### config.mk
export PLATFORM = sky130hd
export DESIGN_NAME = rf_wb_ctrl_flat
export DESIGN_NICKNAME = d
export VERILOG_FILES = /design/src/rtl/rf_wb_pkg.sv /design/src/rtl/rf_wb_if.sv /design/src/rtl/rf_scoreboard.sv /design/src/rtl/rf_wb_ctrl.sv /design/src/flat_wrapper.sv
export SDC_FILE = /design/constraint.sdc
export NUM_CORES = 1
export LEC_CHECK = 0
export ABC_AREA = 1
export CAP_MARGIN = 20
export CORE_UTILIZATION = 47
export DETAILED_ROUTE_END_ITERATION = 10
export PLACE_DENSITY = 0.81
export SLEW_MARGIN = 10
export SYNTH_ARGS = -nofsm -noshare
export SYNTH_HDL_FRONTEND = slang
export SYNTH_SLANG_ARGS = --single-unit
### constraint.sdc
create_clock -name clk -period 3.37 [get_ports clk]
set_input_delay 0.5055 -clock clk [delete_from_list [all_inputs] [get_ports clk]]
set_output_delay 0.5055 -clock clk [all_outputs]
set_load 0.005 [all_outputs]
### src/rtl/rf_wb_pkg.sv
// Shared constants and types for the register-file writeback controller.
package rf_wb_pkg;
  localparam int XLEN = 32;
  localparam int NREG = 32;
  localparam int AW   = $clog2(NREG);

  typedef enum logic [1:0] {SRC_NONE, SRC_DBG, SRC_LSU, SRC_ALU} wb_src_t;
endpackage

### src/rtl/rf_wb_if.sv
// Writeback sources, issue-stage hazard query and register-file write port.
interface rf_wb_if;
  import rf_wb_pkg::*;

  logic            dbg_valid, dbg_ready;
  logic [AW-1:0]   dbg_rd;
  logic [XLEN-1:0] dbg_data;
  logic            lsu_valid, lsu_ready;
  logic [AW-1:0]   lsu_rd;
  logic [XLEN-1:0] lsu_data;
  logic            alu_valid, alu_ready;
  logic [AW-1:0]   alu_rd;
  logic [XLEN-1:0] alu_data;
  logic            iss_valid, iss_load, iss_stall;
  logic [AW-1:0]   iss_rs1, iss_rs2, iss_rd;
  logic            rfwr;
  logic [AW-1:0]   rfrd;
  logic [XLEN-1:0] rfD;

  modport master (
    output dbg_valid, dbg_rd, dbg_data, lsu_valid, lsu_rd, lsu_data,
           alu_valid, alu_rd, alu_data, iss_valid, iss_load, iss_rs1, iss_rs2, iss_rd,
    input  dbg_ready, lsu_ready, alu_ready, iss_stall, rfwr, rfrd, rfD
  );

  modport slave (
    input  dbg_valid, dbg_rd, dbg_data, lsu_valid, lsu_rd, lsu_data,
           alu_valid, alu_rd, alu_data, iss_valid, iss_load, iss_rs1, iss_rs2, iss_rd,
    output dbg_ready, lsu_ready, alu_ready, iss_stall, rfwr, rfrd, rfD
  );
endinterface

### src/rtl/rf_scoreboard.sv
// Per-register pending-load scoreboard; stalls issue on RAW/WAW against loads.
module rf_scoreboard
  import rf_wb_pkg::*;
(
  input  logic          clk,
  input  logic          rst,
  input  logic          iss_valid,
  input  logic          iss_load,
  input  logic [AW-1:0] iss_rs1,
  input  logic [AW-1:0] iss_rs2,
  input  logic [AW-1:0] iss_rd,
  input  logic          clr_en,
  input  logic [AW-1:0] clr_rd,
  output logic          iss_stall
);
  logic [NREG-1:0] busy_reg;
  logic [NREG-1:0] busy_next;
  logic            set_en;

  assign iss_stall = !rst && iss_valid &&
                     (busy_reg[iss_rs1] || busy_reg[iss_rs2] || busy_reg[iss_rd]);
  assign set_en    = iss_valid && !iss_stall && iss_load && (iss_rd != '0);

  assign busy_next[0] = 1'b0;

  // A new load to the same register outranks the returning load's clear.
  genvar gi;
  generate
    for (gi = 1; gi < NREG; gi++) begin : g_busy
      assign busy_next[gi] = (set_en && (iss_rd == AW'(gi))) ? 1'b1 :
                             (clr_en && (clr_rd == AW'(gi))) ? 1'b0 :
                             busy_reg[gi];
    end
  endgenerate

  always_ff @(posedge clk or posedge rst) begin
    if (rst) busy_reg <= '0;
    else     busy_reg <= busy_next;
  end
endmodule

### src/rtl/rf_wb_ctrl.sv
// Writeback arbiter (debug > round-robin LSU/ALU) driving the registered RF write port.
module rf_wb_ctrl
  import rf_wb_pkg::*;
(
  input logic   clk,
  input logic   rst,
  rf_wb_if.slave bus
);
  wb_src_t         sel;
  logic            rr_reg;        // 0: LSU preferred, 1: ALU preferred
  logic [AW-1:0]   sel_rd;
  logic [XLEN-1:0] sel_data;
  logic            rfwr_reg;
  logic [AW-1:0]   rfrd_reg;
  logic [XLEN-1:0] rfd_reg;

  always_comb begin
    sel = SRC_NONE;
    if (rst)                              sel = SRC_NONE;
    else if (bus.dbg_valid)               sel = SRC_DBG;
    else if (bus.lsu_valid && bus.alu_valid) sel = rr_reg ? SRC_ALU : SRC_LSU;
    else if (bus.lsu_valid)               sel = SRC_LSU;
    else if (bus.alu_valid)               sel = SRC_ALU;
  end

  always_comb begin
    sel_rd   = '0;
    sel_data = '0;
    case (sel)
      SRC_DBG: begin sel_rd = bus.dbg_rd; sel_data = bus.dbg_data; end
      SRC_LSU: begin sel_rd = bus.lsu_rd; sel_data = bus.lsu_data; end
      SRC_ALU: begin sel_rd = bus.alu_rd; sel_data = bus.alu_data; end
      default: begin sel_rd = '0;         sel_data = '0;           end
    endcase
  end

  assign bus.dbg_ready = (sel == SRC_DBG);
  assign bus.lsu_ready = (sel == SRC_LSU);
  assign bus.alu_ready = (sel == SRC_ALU);

  // Writes to x0 complete the handshake but never reach the register file.
  always_ff @(posedge clk or posedge rst) begin
    if (rst) begin
      rr_reg   <= 1'b0;
      rfwr_reg <= 1'b0;
      rfrd_reg <= '0;
      rfd_reg  <= '0;
    end else begin
      rfwr_reg <= (sel != SRC_NONE) && (sel_rd != '0);
      if ((sel != SRC_NONE) && (sel_rd != '0)) begin
        rfrd_reg <= sel_rd;
        rfd_reg  <= sel_data;
      end
      if (sel == SRC_LSU)      rr_reg <= 1'b1;
      else if (sel == SRC_ALU) rr_reg <= 1'b0;
    end
  end

  assign bus.rfwr = rfwr_reg;
  assign bus.rfrd = rfrd_reg;
  assign bus.rfD  = rfd_reg;

  rf_scoreboard u_scoreboard (
    .clk       (clk),
    .rst       (rst),
    .iss_valid (bus.iss_valid),
    .iss_load  (bus.iss_load),
    .iss_rs1   (bus.iss_rs1),
    .iss_rs2   (bus.iss_rs2),
    .iss_rd    (bus.iss_rd),
    .clr_en    (sel == SRC_LSU),
    .clr_rd    (bus.lsu_rd),
    .iss_stall (bus.iss_stall)
  );
endmodule

### src/flat_wrapper.sv
// flat-port wrapper written by rule: the top's interface ports become plain ports
module rf_wb_ctrl_flat import rf_wb_pkg::*;
  (clk, rst, bus_dbg_valid, bus_dbg_rd, bus_dbg_data, bus_lsu_valid, bus_lsu_rd, bus_lsu_data, bus_alu_valid, bus_alu_rd, bus_alu_data, bus_iss_valid, bus_iss_load, bus_iss_rs1, bus_iss_rs2, bus_iss_rd, bus_dbg_ready, bus_lsu_ready, bus_alu_ready, bus_iss_stall, bus_rfwr, bus_rfrd, bus_rfD);
  rf_wb_if bus_i ();
  input logic clk;
  input logic rst;
  input wire logic [$bits(bus_i.dbg_valid)-1:0] bus_dbg_valid;
  input wire logic [$bits(bus_i.dbg_rd)-1:0] bus_dbg_rd;
  input wire logic [$bits(bus_i.dbg_data)-1:0] bus_dbg_data;
  input wire logic [$bits(bus_i.lsu_valid)-1:0] bus_lsu_valid;
  input wire logic [$bits(bus_i.lsu_rd)-1:0] bus_lsu_rd;
  input wire logic [$bits(bus_i.lsu_data)-1:0] bus_lsu_data;
  input wire logic [$bits(bus_i.alu_valid)-1:0] bus_alu_valid;
  input wire logic [$bits(bus_i.alu_rd)-1:0] bus_alu_rd;
  input wire logic [$bits(bus_i.alu_data)-1:0] bus_alu_data;
  input wire logic [$bits(bus_i.iss_valid)-1:0] bus_iss_valid;
  input wire logic [$bits(bus_i.iss_load)-1:0] bus_iss_load;
  input wire logic [$bits(bus_i.iss_rs1)-1:0] bus_iss_rs1;
  input wire logic [$bits(bus_i.iss_rs2)-1:0] bus_iss_rs2;
  input wire logic [$bits(bus_i.iss_rd)-1:0] bus_iss_rd;
  output wire logic [$bits(bus_i.dbg_ready)-1:0] bus_dbg_ready;
  output wire logic [$bits(bus_i.lsu_ready)-1:0] bus_lsu_ready;
  output wire logic [$bits(bus_i.alu_ready)-1:0] bus_alu_ready;
  output wire logic [$bits(bus_i.iss_stall)-1:0] bus_iss_stall;
  output wire logic [$bits(bus_i.rfwr)-1:0] bus_rfwr;
  output wire logic [$bits(bus_i.rfrd)-1:0] bus_rfrd;
  output wire logic [$bits(bus_i.rfD)-1:0] bus_rfD;
  assign bus_i.dbg_valid = bus_dbg_valid;
  assign bus_i.dbg_rd = bus_dbg_rd;
  assign bus_i.dbg_data = bus_dbg_data;
  assign bus_i.lsu_valid = bus_lsu_valid;
  assign bus_i.lsu_rd = bus_lsu_rd;
  assign bus_i.lsu_data = bus_lsu_data;
  assign bus_i.alu_valid = bus_alu_valid;
  assign bus_i.alu_rd = bus_alu_rd;
  assign bus_i.alu_data = bus_alu_data;
  assign bus_i.iss_valid = bus_iss_valid;
  assign bus_i.iss_load = bus_iss_load;
  assign bus_i.iss_rs1 = bus_iss_rs1;
  assign bus_i.iss_rs2 = bus_iss_rs2;
  assign bus_i.iss_rd = bus_iss_rd;
  assign bus_dbg_ready = bus_i.dbg_ready;
  assign bus_lsu_ready = bus_i.lsu_ready;
  assign bus_alu_ready = bus_i.alu_ready;
  assign bus_iss_stall = bus_i.iss_stall;
  assign bus_rfwr = bus_i.rfwr;
  assign bus_rfrd = bus_i.rfrd;
  assign bus_rfD = bus_i.rfD;
  rf_wb_ctrl u_core (.clk(clk), .rst(rst), .bus(bus_i));
endmodule
==> results.ini, run 1 <==
[critical_path]
crit_buf_inv = 4
cp.required_ps = 2860
rr_startpoint = u_core.rr_reg
end_kind = output pin
start_kind = input pin
r2r_setup_slack_ps = 1150
crit_path_top_delay_cell = clkdlybuf4s50_1
critPathMaxFanout = 11
crit_path_cell_trace = clkdlybuf4s50_1 -> buf_4 -> nand2_1 -> nand3_1 -> nand3_1 -> nand2_1 -> nand2_1 -> nand3_1 -> nand2_1 -> nor2_1 -> nand2_1 -> nand2_2 -> inv_1 -> clkdlybuf4s50_1
reg2regPathDepth = 12
slowest_delay_ps = 630
critPathMostFrequentCell = nand2_1
cp_top_family = buffers and inverters
path_class = input pin to output pin
r2r_end = u_core.bus.rfD[29]
arrival_ps = 2660

[timing]
min_period_over_period_pct = 93.9
max_freq_ghz = 0.316
slew_headroom_pct = 29.3
setup-tns-final_ps = 0
hold_slack_ps = 491
finalCriticalPeriod_ps = 3160
finalHoldViolCount = 0
skew_ps = 6.50
layout_setup_ws_ps = 207
setup_viol = 0
rsz0062_at_grt = no
slew_viol_final = 0
tightest_slew_ps = 1060

[yosys]
synth_top_area_cell = dfrtp_1
syn_inst = 838
synth.yosys.warnings = 0
synthTopCellsByCount = nand2_1 (318), inv_1 (105), nand3_1 (93), dfrtp_1 (70), nor2_1 (62)
yosysTopAreaCellShare_pct = 32.4
ys.flop_type = dfrtp_1
async_reset_ff_share_pct = 100
ys_ff_latch = 70
synth-edff-count = 0
syn_area_per_cell_um2 = 6.44
synth_nets = 971
synth_area_mm2 = 0.00540
synthTopCellsByArea = dfrtp_1 (32%), nand2_1 (22%), nand3_1 (8.6%)
synthMostInstantiatedCell = nand2_1
yosysSeqAreaShare_pct = 32.4
synth_cell_types = 30

[route]
vias = 5930
drt_iter0_markers = 597
ant_nets = 0
drc_errors = 0
wire_per_inst_um = 15.2
vias_per_cell = 5.17
wirelength_mm = 17.4
drt-pass1-iter-count = 5

[power_and_ir_drop]
pwr-share-comb_pct = 33.0
pwr-share-clk_pct = 29.4
p_total_mw = 2.96
seqPwrFrac_pct = 37.5
internal_power_mw = 1.94
swShare_pct = 34.5
p_leak_nw = 3.53
peakVddDrop_v = 0.000227
power-per-cell-area_mw_per_mm2 = 396
p_switching_mw = 1.02

[place]
dp_worst_setup_slack_ps = 239
gp_congestion = 0.911
dp.cells = 1131
hpwl_mm = 13.4
port-buffer-count = 174
place_area_mm2 = 0.00720

[finish]
design_area_mm2 = 0.00747
largest_register_ffs = 32
n_fill_cell = 1008
nNetsFinal = 1135
final_util_pct = 67.7
area_growth_pct = 38.4
finalNonFillerCells = 1147
diodes = 0
drive_gt1_share_pct = 12.7

[floorplan]
dieWidth_um = 109
initial_utilization_pct = 48.9
core_mm2 = 0.0110
fp.dieArea_mm2 = 0.0119
io_pins = 175
num_rows = 38
dieHeight_um = 109

[clock_network]
clk_pin_slew_ps = 60
cts_buffers = 9
clk_latency_ps = 330
post-cts-setup-buffers = 0
cts_sinks = 70
post_cts_resized = 0
cts_hold_buf = 0
clockRootBuffer = clkbuf_16
cts_buffer_depth = 2
htree_levels = 3
cts_tree = yes

[global_routing]
grt_overflow_total = 0
grt_max_degree = 71
grt_pass1_vias = 5736
antenna_found_initial = 0
grtUsageTotal_pct = 30.7
grt_pass1_wl_mm = 27.9

[worst_hold_path]
hold_path_startpoint = u_core.u_scoreboard.busy_reg[25]
whs_path_depth = 2
holdPathEnd = u_core.u_scoreboard.busy_reg[25]
hold_class = flip-flop to flip-flop

[run]
drv_cap = 0

[status]
status = complete, no violations

[worst max path at each step]
stage	start	to	slack (ps)	cells after the start
2_1_floorplan	rst	bus_iss_stall	370	6
3_3_place_gp	bus_iss_rs1[0]	bus_iss_stall	220	14
3_5_place_dp	bus_iss_rs1[0]	bus_iss_stall	240	14
4_1_cts	bus_iss_rs1[0]	bus_iss_stall	230	14
5_1_grt	bus_iss_rs1[0]	bus_iss_stall	10	14
6_report	bus_iss_rs1[0]	bus_iss_stall	210	14
[tightest hold or removal path: cells and delay by family (launching register included)]
kind	cells	cell delay, ps
flip-flops	1	350
AND/OR/NAND/NOR	2	120
[cells in the final DEF, fill, tap and decap left out, types with 2 or more instances in the layout]
cell type,instances
o21bai_2,4
a21oi_1,6
o21ai_1,4
nor3_1,12
nand3_1,93
inv_1,104
inv_4,2
buf_12,2
clkbuf_16,9
o211ai_1,10
o21ai_2,33
inv_2,7
o31ai_1,8
nand3_2,9
clkinv_2,3
nand2_2,27
buf_4,18
inv_6,2
dfrtp_1,70
nand2_1,318
nor2_1,61
clkdlybuf4s50_1,174
nor2_2,5
o21ai_0,18
clkinvlp_4,2
[per-layer routing]
metal | vias up | share of wire [%] | global-route usage, %
li1 | 2934 | - | -
met1 | 2663 | 41 | 38.2
met2 | 285 | 47 | 50.9
met3 | 48 | 8.5 | 6.87
met4 | 0 | 3.9 | 13.4
met5 | - | 0 | 0
[power groups by stage]
stage	registers (mW)	clock network [mW]	logic (mW)
floorplan	1.07	0	0.547
global placement	1.11	0	0.963
detailed placement	1.11	0	0.970
CTS	1.10	0.882	0.978
global route	1.12	0.915	1.08
finish	1.11	0.871	0.978
[cell families (layout without fill, tap and decap cells)]
family	after synthesis	count (layout)	synth area share, %
buf+inv	155	324	13.5
simple gates	528	528	42.2
flops	70	70	32.4
compound gates	85	85	11.9
[area by class of cell]
type	instances	area (um^2)	area share, %
Clock inverter	7	47.5	0.636
Sequential cell	70	1750	23.4
Clock buffer	9	225	3.01
Tap cell	140	175	2.34
Multi-Input combinational cell	613	2920	39.1
Timing Repair Buffer	194	1920	25.7
Inverter	114	433	5.79
No activity file was read; power rests on OpenSTA's default activity.
==> run 2, diff against run 1 <==
--- a/config.mk
+++ b/config.mk
@@ -6,10 +6,11 @@
 export NUM_CORES = 1
 export LEC_CHECK = 0
 export ABC_AREA = 1
+export ABC_CLOCK_PERIOD_IN_PS = 3370
 export CAP_MARGIN = 20
-export CORE_UTILIZATION = 47
+export CORE_UTILIZATION = 30
 export DETAILED_ROUTE_END_ITERATION = 10
-export PLACE_DENSITY = 0.81
+export PLACE_DENSITY = 0.56
 export SLEW_MARGIN = 10
 export SYNTH_ARGS = -nofsm -noshare
 export SYNTH_HDL_FRONTEND = slang
==> results.ini, run 2 (synthesis gave the netlist of run 1 again) <==
[status]
status = complete, no violations

[timing]
min_period_over_period_pct = 94.0
setup-tns-final_ps = 0
finalCriticalPeriod_ps = 3170
tightest_slew_ps = 946
finalHoldViolCount = 0
max_freq_ghz = 0.316
rsz0062_at_grt = no
slew_viol_final = 0
layout_setup_ws_ps = 202
setup_viol = 0
hold_slack_ps = 494
skew_ps = 5.83
slew_headroom_pct = 36.9

[route]
drc_errors = 0
drt-pass1-iter-count = 4
wirelength_mm = 19.1
wire_per_inst_um = 15.4
ant_nets = 0
vias = 5886
drt_iter0_markers = 289
vias_per_cell = 4.75

[place]
port-buffer-count = 174
dp.cells = 1221
hpwl_mm = 14.7
dp_worst_setup_slack_ps = 222
gp_congestion = 0.872

[power_and_ir_drop]
peakVddDrop_v = 0.000260
seqPwrFrac_pct = 35.6
internal_power_mw = 2.12
pwr-share-clk_pct = 33.4
p_switching_mw = 1.03
pwr-share-comb_pct = 31.0
power-per-cell-area_mw_per_mm2 = 409
swShare_pct = 32.8
p_leak_nw = 3.59

[critical_path]
start_kind = input pin
path_depth = 13
crit_buf_inv = 4
crit_path_top_delay_cell = clkdlybuf4s50_1
critPathMostFrequentCell = nand2_1
reg2regPathDepth = 14
end_kind = output pin
cp_top_family = buffers and inverters
rr_startpoint = u_core.u_scoreboard.busy_reg[27]
path_class = input pin to output pin
critPathMaxFanout = 8
slowest_delay_ps = 570
worstSetupStartpoint = bus_iss_rs2[2]
crit_path_cell_trace = clkdlybuf4s50_1 -> inv_1 -> nand3_1 -> nand2_1 -> nand2_1 -> nand3_1 -> nand2_1 -> nor2_1 -> nor2_1 -> nand2_1 -> nand2_2 -> inv_1 -> clkdlybuf4s50_1
cp.required_ps = 2860
arrival_ps = 2660

[floorplan]
fp.dieArea_mm2 = 0.0185
core_mm2 = 0.0174
dieWidth_um = 136
dieHeight_um = 136
num_rows = 48
initial_utilization_pct = 31.0
io_pins = 175

[clock_network]
clk_latency_ps = 340
post_cts_resized = 0
cts_hold_buf = 0
htree_levels = 3
cts_tree = yes
cts_buffer_depth = 2
cts_buffers = 9
clk_pin_slew_ps = 60
post-cts-setup-buffers = 0
clockRootBuffer = clkbuf_16
cts_sinks = 70

[finish]
n_fill_cell = 1828
nNetsFinal = 1141
diodes = 0
finalNonFillerCells = 1238
drive_gt1_share_pct = 13.1
largest_register_ffs = 32
final_cell_mix = nand2_1 (318), clkdlybuf4s50_1 (174), inv_1 (104), nand3_1 (93), dfrtp_1 (70)
area_growth_pct = 42.5
final_common_cell = nand2_1

[global_routing]
grt_overflow_total = 0
gr-usage-met1_pct = 27.9
grt_most_used_layer = met2
grtUsageTotal_pct = 21.4
grt_pass1_vias = 5703
met2_usage_pct = 34.5
grt_pass1_wl_mm = 30.2
grt_max_degree = 71
met3_usage_pct = 4.59
antenna_found_initial = 0

[worst_hold_path]
whs_path_depth = 2
hold_path_startpoint = u_core.u_scoreboard.busy_reg[25]
hold_class = flip-flop to flip-flop

[run]
drv_cap = 0

-- run 2: cell types whose count changed in the layout (fill, tap and decap cells not counted) --
cell and delta:
buf_4 +5, bufinv_16 +2, clkinv_2 -2, clkinv_4 +2, clkinvlp_4 -2, inv_6 -2, buf_16 +1, clkbuf_1 +1
clkbuf_8 +1
-- run 2: final cells by class --
type / count / area [um^2] / share of cell area [%]
Multi-Input combinational cell: 613 / 2920 / 38.0
Timing Repair Buffer: 200 / 1980 / 25.8
Sequential cell: 70 / 1750 / 22.8
Inverter: 114 / 433 / 5.63
Tap cell: 225 / 282 / 3.66
Clock buffer: 11 / 243 / 3.15
Clock inverter: 5 / 82.6 / 1.07
-- run 2: per-layer routing --
metal  vias to the layer above  part of all wire [%]
li1                       2943                     -
met4                         0                   2.7
met5                         -                     0
met3                        36                   6.2
met1                      2730                    43
met2                       177                    48
-- run 2: worst paths after layout --
check                                                   end  slack (ps)
hold / removal             u_core.u_scoreboard.busy_reg[25]         490
setup reg to reg            u_core.u_scoreboard.busy_reg[9]        1250
hold reg to reg            u_core.u_scoreboard.busy_reg[25]         490
max in group asynchronous                u_core.bus.rfD[14]        1840
min in group asynchronous                     u_core.rr_reg         900
setup / recovery                              bus_iss_stall         200
-- run 2: worst min-delay path: cells and delay by family, from the launching register on --
| kind | cells | cell delay (ps) |
|---|---|---|
| flip-flops | 1 | 350 |
| AND/OR/NAND/NOR | 2 | 120 |
-- run 2: power by group through the flow --
stage / combinational [mW] / sequential (mW) / clock (mW)
floorplan: 0.547 / 1.07 / 0
global placement: 0.980 / 1.12 / 0
detailed placement: 0.978 / 1.13 / 0
CTS: 0.983 / 1.11 / 1.07
global route: 1.09 / 1.13 / 1.11
finish: 0.976 / 1.12 / 1.05
-- run 2: through the flow --
step	util (%)	area [um^2]	power, mW
floorplan	-	5400	1.62
global placement	42.2	7340	2.10
detailed placement	42.2	7340	2.10
CTS	44.0	7670	3.17
global route	44.2	7700	3.33
finish	44.2	7700	3.15
